<file path="src/rtl/pc_queue.sv">
// ============================================================================
// Module   : pc_queue
// Brief    : Two-entry PC front/back queue with sequential, delayed-branch and
//            redirect updates, plus a circular history of retired front PCs.
//            Optional macro PC_QUEUE_ALIGN_CHECK_EN enables branch-target
//            alignment checking.
// Revision : 1.0 - initial release
// ============================================================================
`default_nettype none

module pc_queue #(
  parameter int unsigned       WIDTH       = 32,
  parameter int unsigned       STEP        = 4,
  parameter logic [WIDTH-1:0]  RESET_FRONT = '0,
  parameter logic [WIDTH-1:0]  RESET_BACK  = WIDTH'(4),
  parameter int unsigned       HIST_DEPTH  = 4
) (
  input  logic                              clk,
  input  logic                              reset,
  input  logic                              LE,
  input  logic                              branch_taken,
  input  logic [WIDTH-1:0]                  branch_target,
  input  logic                              redirect,
  input  logic [WIDTH-1:0]                  redirect_front,
  input  logic [WIDTH-1:0]                  redirect_back,
  input  logic [$clog2(HIST_DEPTH)-1:0]     hist_rd_idx,
  output logic [WIDTH-1:0]                  pc_front_out,
  output logic [WIDTH-1:0]                  pc_back_out,
  output logic                              pc_valid,
  output logic [WIDTH-1:0]                  hist_pc_out,
  output logic [$clog2(HIST_DEPTH+1)-1:0]   hist_count,
  output logic                              misalign_err
);

  localparam int unsigned c_PW = $clog2(HIST_DEPTH);
  localparam int unsigned c_CW = $clog2(HIST_DEPTH + 1);

  typedef enum logic [1:0] {
    BOOT   = 2'd0,
    RUN    = 2'd1,
    BUBBLE = 2'd2
  } state_t;

  state_t           r_state, w_state_nxt;
  logic [WIDTH-1:0] r_front, r_back;
  logic [WIDTH-1:0] w_front_nxt, w_back_nxt;
  logic             w_push;
  logic [WIDTH-1:0] w_target_ld;

  logic [WIDTH-1:0] r_hist [HIST_DEPTH];
  logic [c_PW-1:0]  r_wptr;
  logic [c_CW-1:0]  r_count;

`ifdef PC_QUEUE_ALIGN_CHECK_EN
  localparam logic [WIDTH-1:0] c_ALIGN_MASK = WIDTH'(STEP - 1);

  logic r_misalign;
  logic w_branch_upd;

  assign w_target_ld  = branch_target & ~c_ALIGN_MASK;
  assign w_branch_upd = (r_state == RUN) && !redirect && LE && branch_taken;

  // Sticky until reset: only the reset branch ever clears it.
  always_ff @(posedge clk or posedge reset) begin
    if (reset)
      r_misalign <= 1'b0;
    else if (w_branch_upd && (|(branch_target & c_ALIGN_MASK)))
      r_misalign <= 1'b1;
  end

  assign misalign_err = r_misalign;
`else
  assign w_target_ld  = branch_target;
  assign misalign_err = 1'b0;
`endif

  always_comb begin
    w_state_nxt = r_state;
    w_front_nxt = r_front;
    w_back_nxt  = r_back;
    w_push      = 1'b0;
    case (r_state)
      BOOT, BUBBLE: begin
        // LE and branch_taken are ignored here; only a redirect reloads.
        if (redirect) begin
          w_front_nxt = redirect_front;
          w_back_nxt  = redirect_back;
          w_state_nxt = BUBBLE;
        end else begin
          w_state_nxt = RUN;
        end
      end
      RUN: begin
        if (redirect) begin
          w_front_nxt = redirect_front;
          w_back_nxt  = redirect_back;
          w_state_nxt = BUBBLE;
        end else if (LE && branch_taken) begin
          w_front_nxt = r_back;
          w_back_nxt  = w_target_ld;
          w_push      = 1'b1;
        end else if (LE) begin
          w_front_nxt = r_back;
          w_back_nxt  = r_back + WIDTH'(STEP);
          w_push      = 1'b1;
        end
      end
      default: w_state_nxt = BOOT;
    endcase
  end

  always_ff @(posedge clk or posedge reset) begin
    if (reset) begin
      r_state <= BOOT;
      r_front <= RESET_FRONT;
      r_back  <= RESET_BACK;
    end else begin
      r_state <= w_state_nxt;
      r_front <= w_front_nxt;
      r_back  <= w_back_nxt;
    end
  end

  always_ff @(posedge clk or posedge reset) begin
    if (reset) begin
      r_wptr  <= '0;
      r_count <= '0;
      for (int i = 0; i < HIST_DEPTH; i++)
        r_hist[i] <= '0;
    end else if (w_push) begin
      r_hist[r_wptr] <= r_front;
      r_wptr         <= (r_wptr == c_PW'(HIST_DEPTH - 1)) ? '0 : r_wptr + 1'b1;
      if (r_count != c_CW'(HIST_DEPTH))
        r_count <= r_count + 1'b1;
    end
  end

  // Offset by HIST_DEPTH before subtracting so the modulo never goes negative.
  logic [c_PW:0]   w_rd_sum;
  logic [c_PW-1:0] w_rd_ptr;
  logic            w_rd_valid;

  assign w_rd_valid = (c_CW'(hist_rd_idx) < r_count);
  assign w_rd_sum   = (c_PW+1)'(r_wptr) + (c_PW+1)'(HIST_DEPTH - 1)
                    - (c_PW+1)'(hist_rd_idx);
  assign w_rd_ptr   = (w_rd_sum >= (c_PW+1)'(HIST_DEPTH))
                    ? c_PW'(w_rd_sum - (c_PW+1)'(HIST_DEPTH))
                    : c_PW'(w_rd_sum);

  assign hist_pc_out  = w_rd_valid ? r_hist[w_rd_ptr] : '0;
  assign hist_count   = r_count;
  assign pc_front_out = r_front;
  assign pc_back_out  = r_back;
  assign pc_valid     = (r_state == RUN);

endmodule

`default_nettype wire
</file>
<file path="config.mk">
export PLATFORM = sky130hd
export DESIGN_NAME = pc_queue
export DESIGN_NICKNAME = d
export VERILOG_FILES = /design/src/rtl/pc_queue.sv
export SDC_FILE = /design/constraint.sdc
export NUM_CORES = 1
export LEC_CHECK = 0
export BUFFER_PORTS_ARGS = -buffer_cell sky130_fd_sc_hd__buf_2
export CAP_MARGIN = 5
export CORE_MARGIN = 5
export CORE_UTILIZATION = 45
export CTS_CLUSTER_SIZE = 12
export DETAILED_ROUTE_END_ITERATION = 6
export GPL_TIMING_DRIVEN = 0
export PLACE_DENSITY = 0.78
export SETUP_SLACK_MARGIN = 0.02
export SLEW_MARGIN = 20
export SYNTH_ARGS = -nofsm -noshare
export SYNTH_HDL_FRONTEND = slang
export SYNTH_SLANG_ARGS = --single-unit
</file>
<file path="constraint.sdc">
create_clock -name clk -period 9.2 [get_ports clk]
set_clock_uncertainty 0.1 [all_clocks]
set_input_delay 2.76 -clock clk [delete_from_list [all_inputs] [get_ports clk]]
set_output_delay 2.76 -clock clk [all_outputs]
set_load 0.02 [all_outputs]
</file>
==> metrics <==
status=finished clean; Net Sw Frac=0.365; placed cells=1348; RSZ-0062 raised after global routing=false; slowest CP cell=xnor2_1; final antenna-violating net count=0; die height=between 150 and 200 microns; top-count cell post-synth=dfrtp_1; number of synthesized flops with an enable pin=0; slew at the pin with the worst max-slew slack=0.727 ns; final setup vio count=0; Leak=0.00554 uW; clock network fraction of design power=0.211; Flop pwr share=0.391; CP Capture Type=primary output; number of CTS-inserted buffers=17; Post-Route WL=30400 microns; VDD IR-drop max=between 0.1 and 0.15 mV; wire per inst=22.1 microns; Placement Cell Area=11400 sq um; Vias/cell=around 5.8; clk buf depth=2; final RePlAce weighted congestion=between 0.8 and 0.9; WP data required=6.34 ns; Iter 0 DRT Violations=726; Comb power frac=0.398; first-pass iteration count of the detailed router=5; clk sinks=around 200; RR Startpoint=pc_back_out[2]; Die ar.=25200 sq um; Ant. Diodes=0; Synth Area in Compound Gates=0.0919; max-slew violations=0; R2R Setup Slk=between 6 and 7 ns; fin area=12000 sq um; Final Non-Filler Cells=roughly 1400; first-pass GRT wire length=47300 microns; total of warnings raised by yosys=0; Worst Setup Start Kind=input pin; vias post-DR=approximately 8000; fmax=129 MHz; Worst Setup SP=hist_rd_idx[0]; PortBufs=between 200 and 250; Die Wd=159 microns; Post-Syn Area=slightly below 10000 sq um; starting density of the core=0.457; MaxCap Viol Count=0; Tot Pwr=3740 uW; Synth Area in Adders=0.0113; Clock transition at path regs=0.07 ns; IO Pins=just over 200; Synth Net Count=just under 1000; Synth Instances=between 800 and 900; Post-Synth XOR/XNOR Area=0.0150; hold_buf cts=0; main combinational cell family by area after synthesis=multiplexers; Crit path top cell by count=buf_2; Crit Path Class=input pin to primary output; synth unique cells=62; fin crit share=0.840; post-synthesis simple-gate area fraction=0.130; R2R cell count=6; Synth Register Bits=199; Worst setup endpoint=hist_pc_out[9]; CTS root buffer=clkbuf_16; PD cells=313 nW/um^2; Final Hold Vio Count=0; Post-synth top flop=dfrtp_1; CORE AREA=21800 sq um; WHS=0.404 ns; H-tree levels=4; CP arrival=4.87 ns; drt drc=0; min Tclk post-route=approximately 7.7 ns; TritonCTS clock tree=yes; Worst-Skew Late Latency=0.45 ns; mux contribution to synthesized area=0.219; Worst path max stage delay=0.51 ns; cell taking the most area after synthesis=dfrtp_1; share of layout cells above drive strength 1=0.396; HPWL after detailed placement=22200 microns; antenna violations before repair=0; ranking of synthesized cells by area=dfrtp_1, mux2_2, mux4_2, nand2_1, a31oi_1; Int Pwr=roughly 2400 uW; Switch Pwr=1360 uW; grt total ovfl=0; Worst slew margin=0.515; area share of the largest cell type after synthesis=0.499; Crit Path Max Fanout=10; post-cts resize count=0; most frequent cells after synthesis=dfrtp_1, mux2_2, nand2_1; Post-synth ARST share=1.00; FF-to-FF End=pc_back_out[28]; CP cell instances=buf_2, inv_1, ha_1, xor2_1, xnor2_1, buf_2, mux4_2, nor2b_1, buf_2; vias in the first global route=between 8000 and 9000; Std-Cell Rows=54; Post-CTS Setup Inserts=0; pin count of the biggest net entering global routing=91; area delta synth->final=20.4%; syn avg cell area=11.5 sq um; Hold WC Path Type=flip-flop to flip-flop; Filler cells=1878; All-Layer GR Usage=0.248; nets=1199; sequential fraction of the synthesis area=0.501
==> registers in the layout (all words and copies together), names as in the netlist <==
signal,flops
r_hist,128
pc_back_out,32
pc_front_out,32
hist_count,3
r_wptr,2
r_state,2
==> how the worst min path moves through the flow <==
stage	cells past startpoint	from	slack, ns	end
3_3_place_gp	1	r_hist[7]	0.38	r_hist[7]
2_1_floorplan	1	r_hist[62]	0.37	r_hist[62]
3_5_place_dp	1	r_hist[47]	0.39	r_hist[47]
5_1_grt	1	r_hist[19]	0.42	r_hist[19]
4_1_cts	1	r_hist[47]	0.41	r_hist[47]
6_report	1	r_hist[41]	0.40	r_hist[41]
==> cell type report <==
| class | instances | area (sq um) | share of cell area |
|---|---|---|---|
| Multi-Input combinational cell | 592 | 4640 | 0.388 |
| Clock buffer | 18 | 429 | 0.0359 |
| Buffer | 60 | 263 | 0.0220 |
| Inverter | 13 | 56.3 | 0.00471 |
| Clock inverter | 11 | 173 | 0.0144 |
| Timing Repair Buffer | 204 | 1070 | 0.0891 |
| Tap cell | 280 | 350 | 0.0293 |
| Sequential cell | 199 | 4980 | 0.416 |
==> kinds of logic after synthesis <==
kind of cell | after synthesis
AOI/OAI and AO/OA | 145
buffers and inverters | 73
muxes | 161
other | 1
adders and majority gates | 9
xor gates and xnor gates | 17
and+or+nand+nor | 259
DFF | 199
==> critical path, delay by kind of cell <==
kind	cells	cell delay, ns
simple gates	1	0.14
fa+ha+maj	1	0.19
buf+inv	4	0.73
mux	1	0.37
xor+xnor	2	0.66
==> through the flow <==
stage,setup slack (ns),utilization,setup TNS [ns]
2_1_floorplan,0.916,-,0
3_3_place_gp,-1.30,0.519,-254.09
3_5_place_dp,1.52,0.522,0
4_1_cts,1.47,0.550,0
5_1_grt,1.37,0.550,0
6_report,1.47,0.550,0
==> power groups by stage <==
stage | Clock, uW | Sequential [uW] | Combinational (uW)
after floorplan | 0 | 1460 | 1010
after global placement | 0 | 1440 | 1460
after detailed placement | 0 | 1470 | 1500
after CTS | 793 | 1460 | 1510
after global routing | 824 | 1500 | 1620
final | 789 | 1460 | 1490
==> cells in the final DEF, fill, tap and decap left out, types with 17 or more instances in the layout <==
master and count:
nor2b_1 33, mux2_2 128, nor2_1 56, buf_2 226, a21oi_1 36, a31oi_1 43, clkbuf_16 17, dfrtp_1 198
mux4_2 32, nand2_1 108, o21ai_0 31, clkbuf_1 32, nand3_1 18
==> layer usage <==
layer,up-vias,part of all wire,global-route usage,wire (microns)
met5,-,0,0,0
met4,0,0.019,0.0690,575
met3,43,0.080,0.0560,2450
met2,387,0.49,0.406,14900
met1,4019,0.41,0.334,12500
li1,3562,-,-,-
No activity file was read; power rests on OpenSTA's default activity.
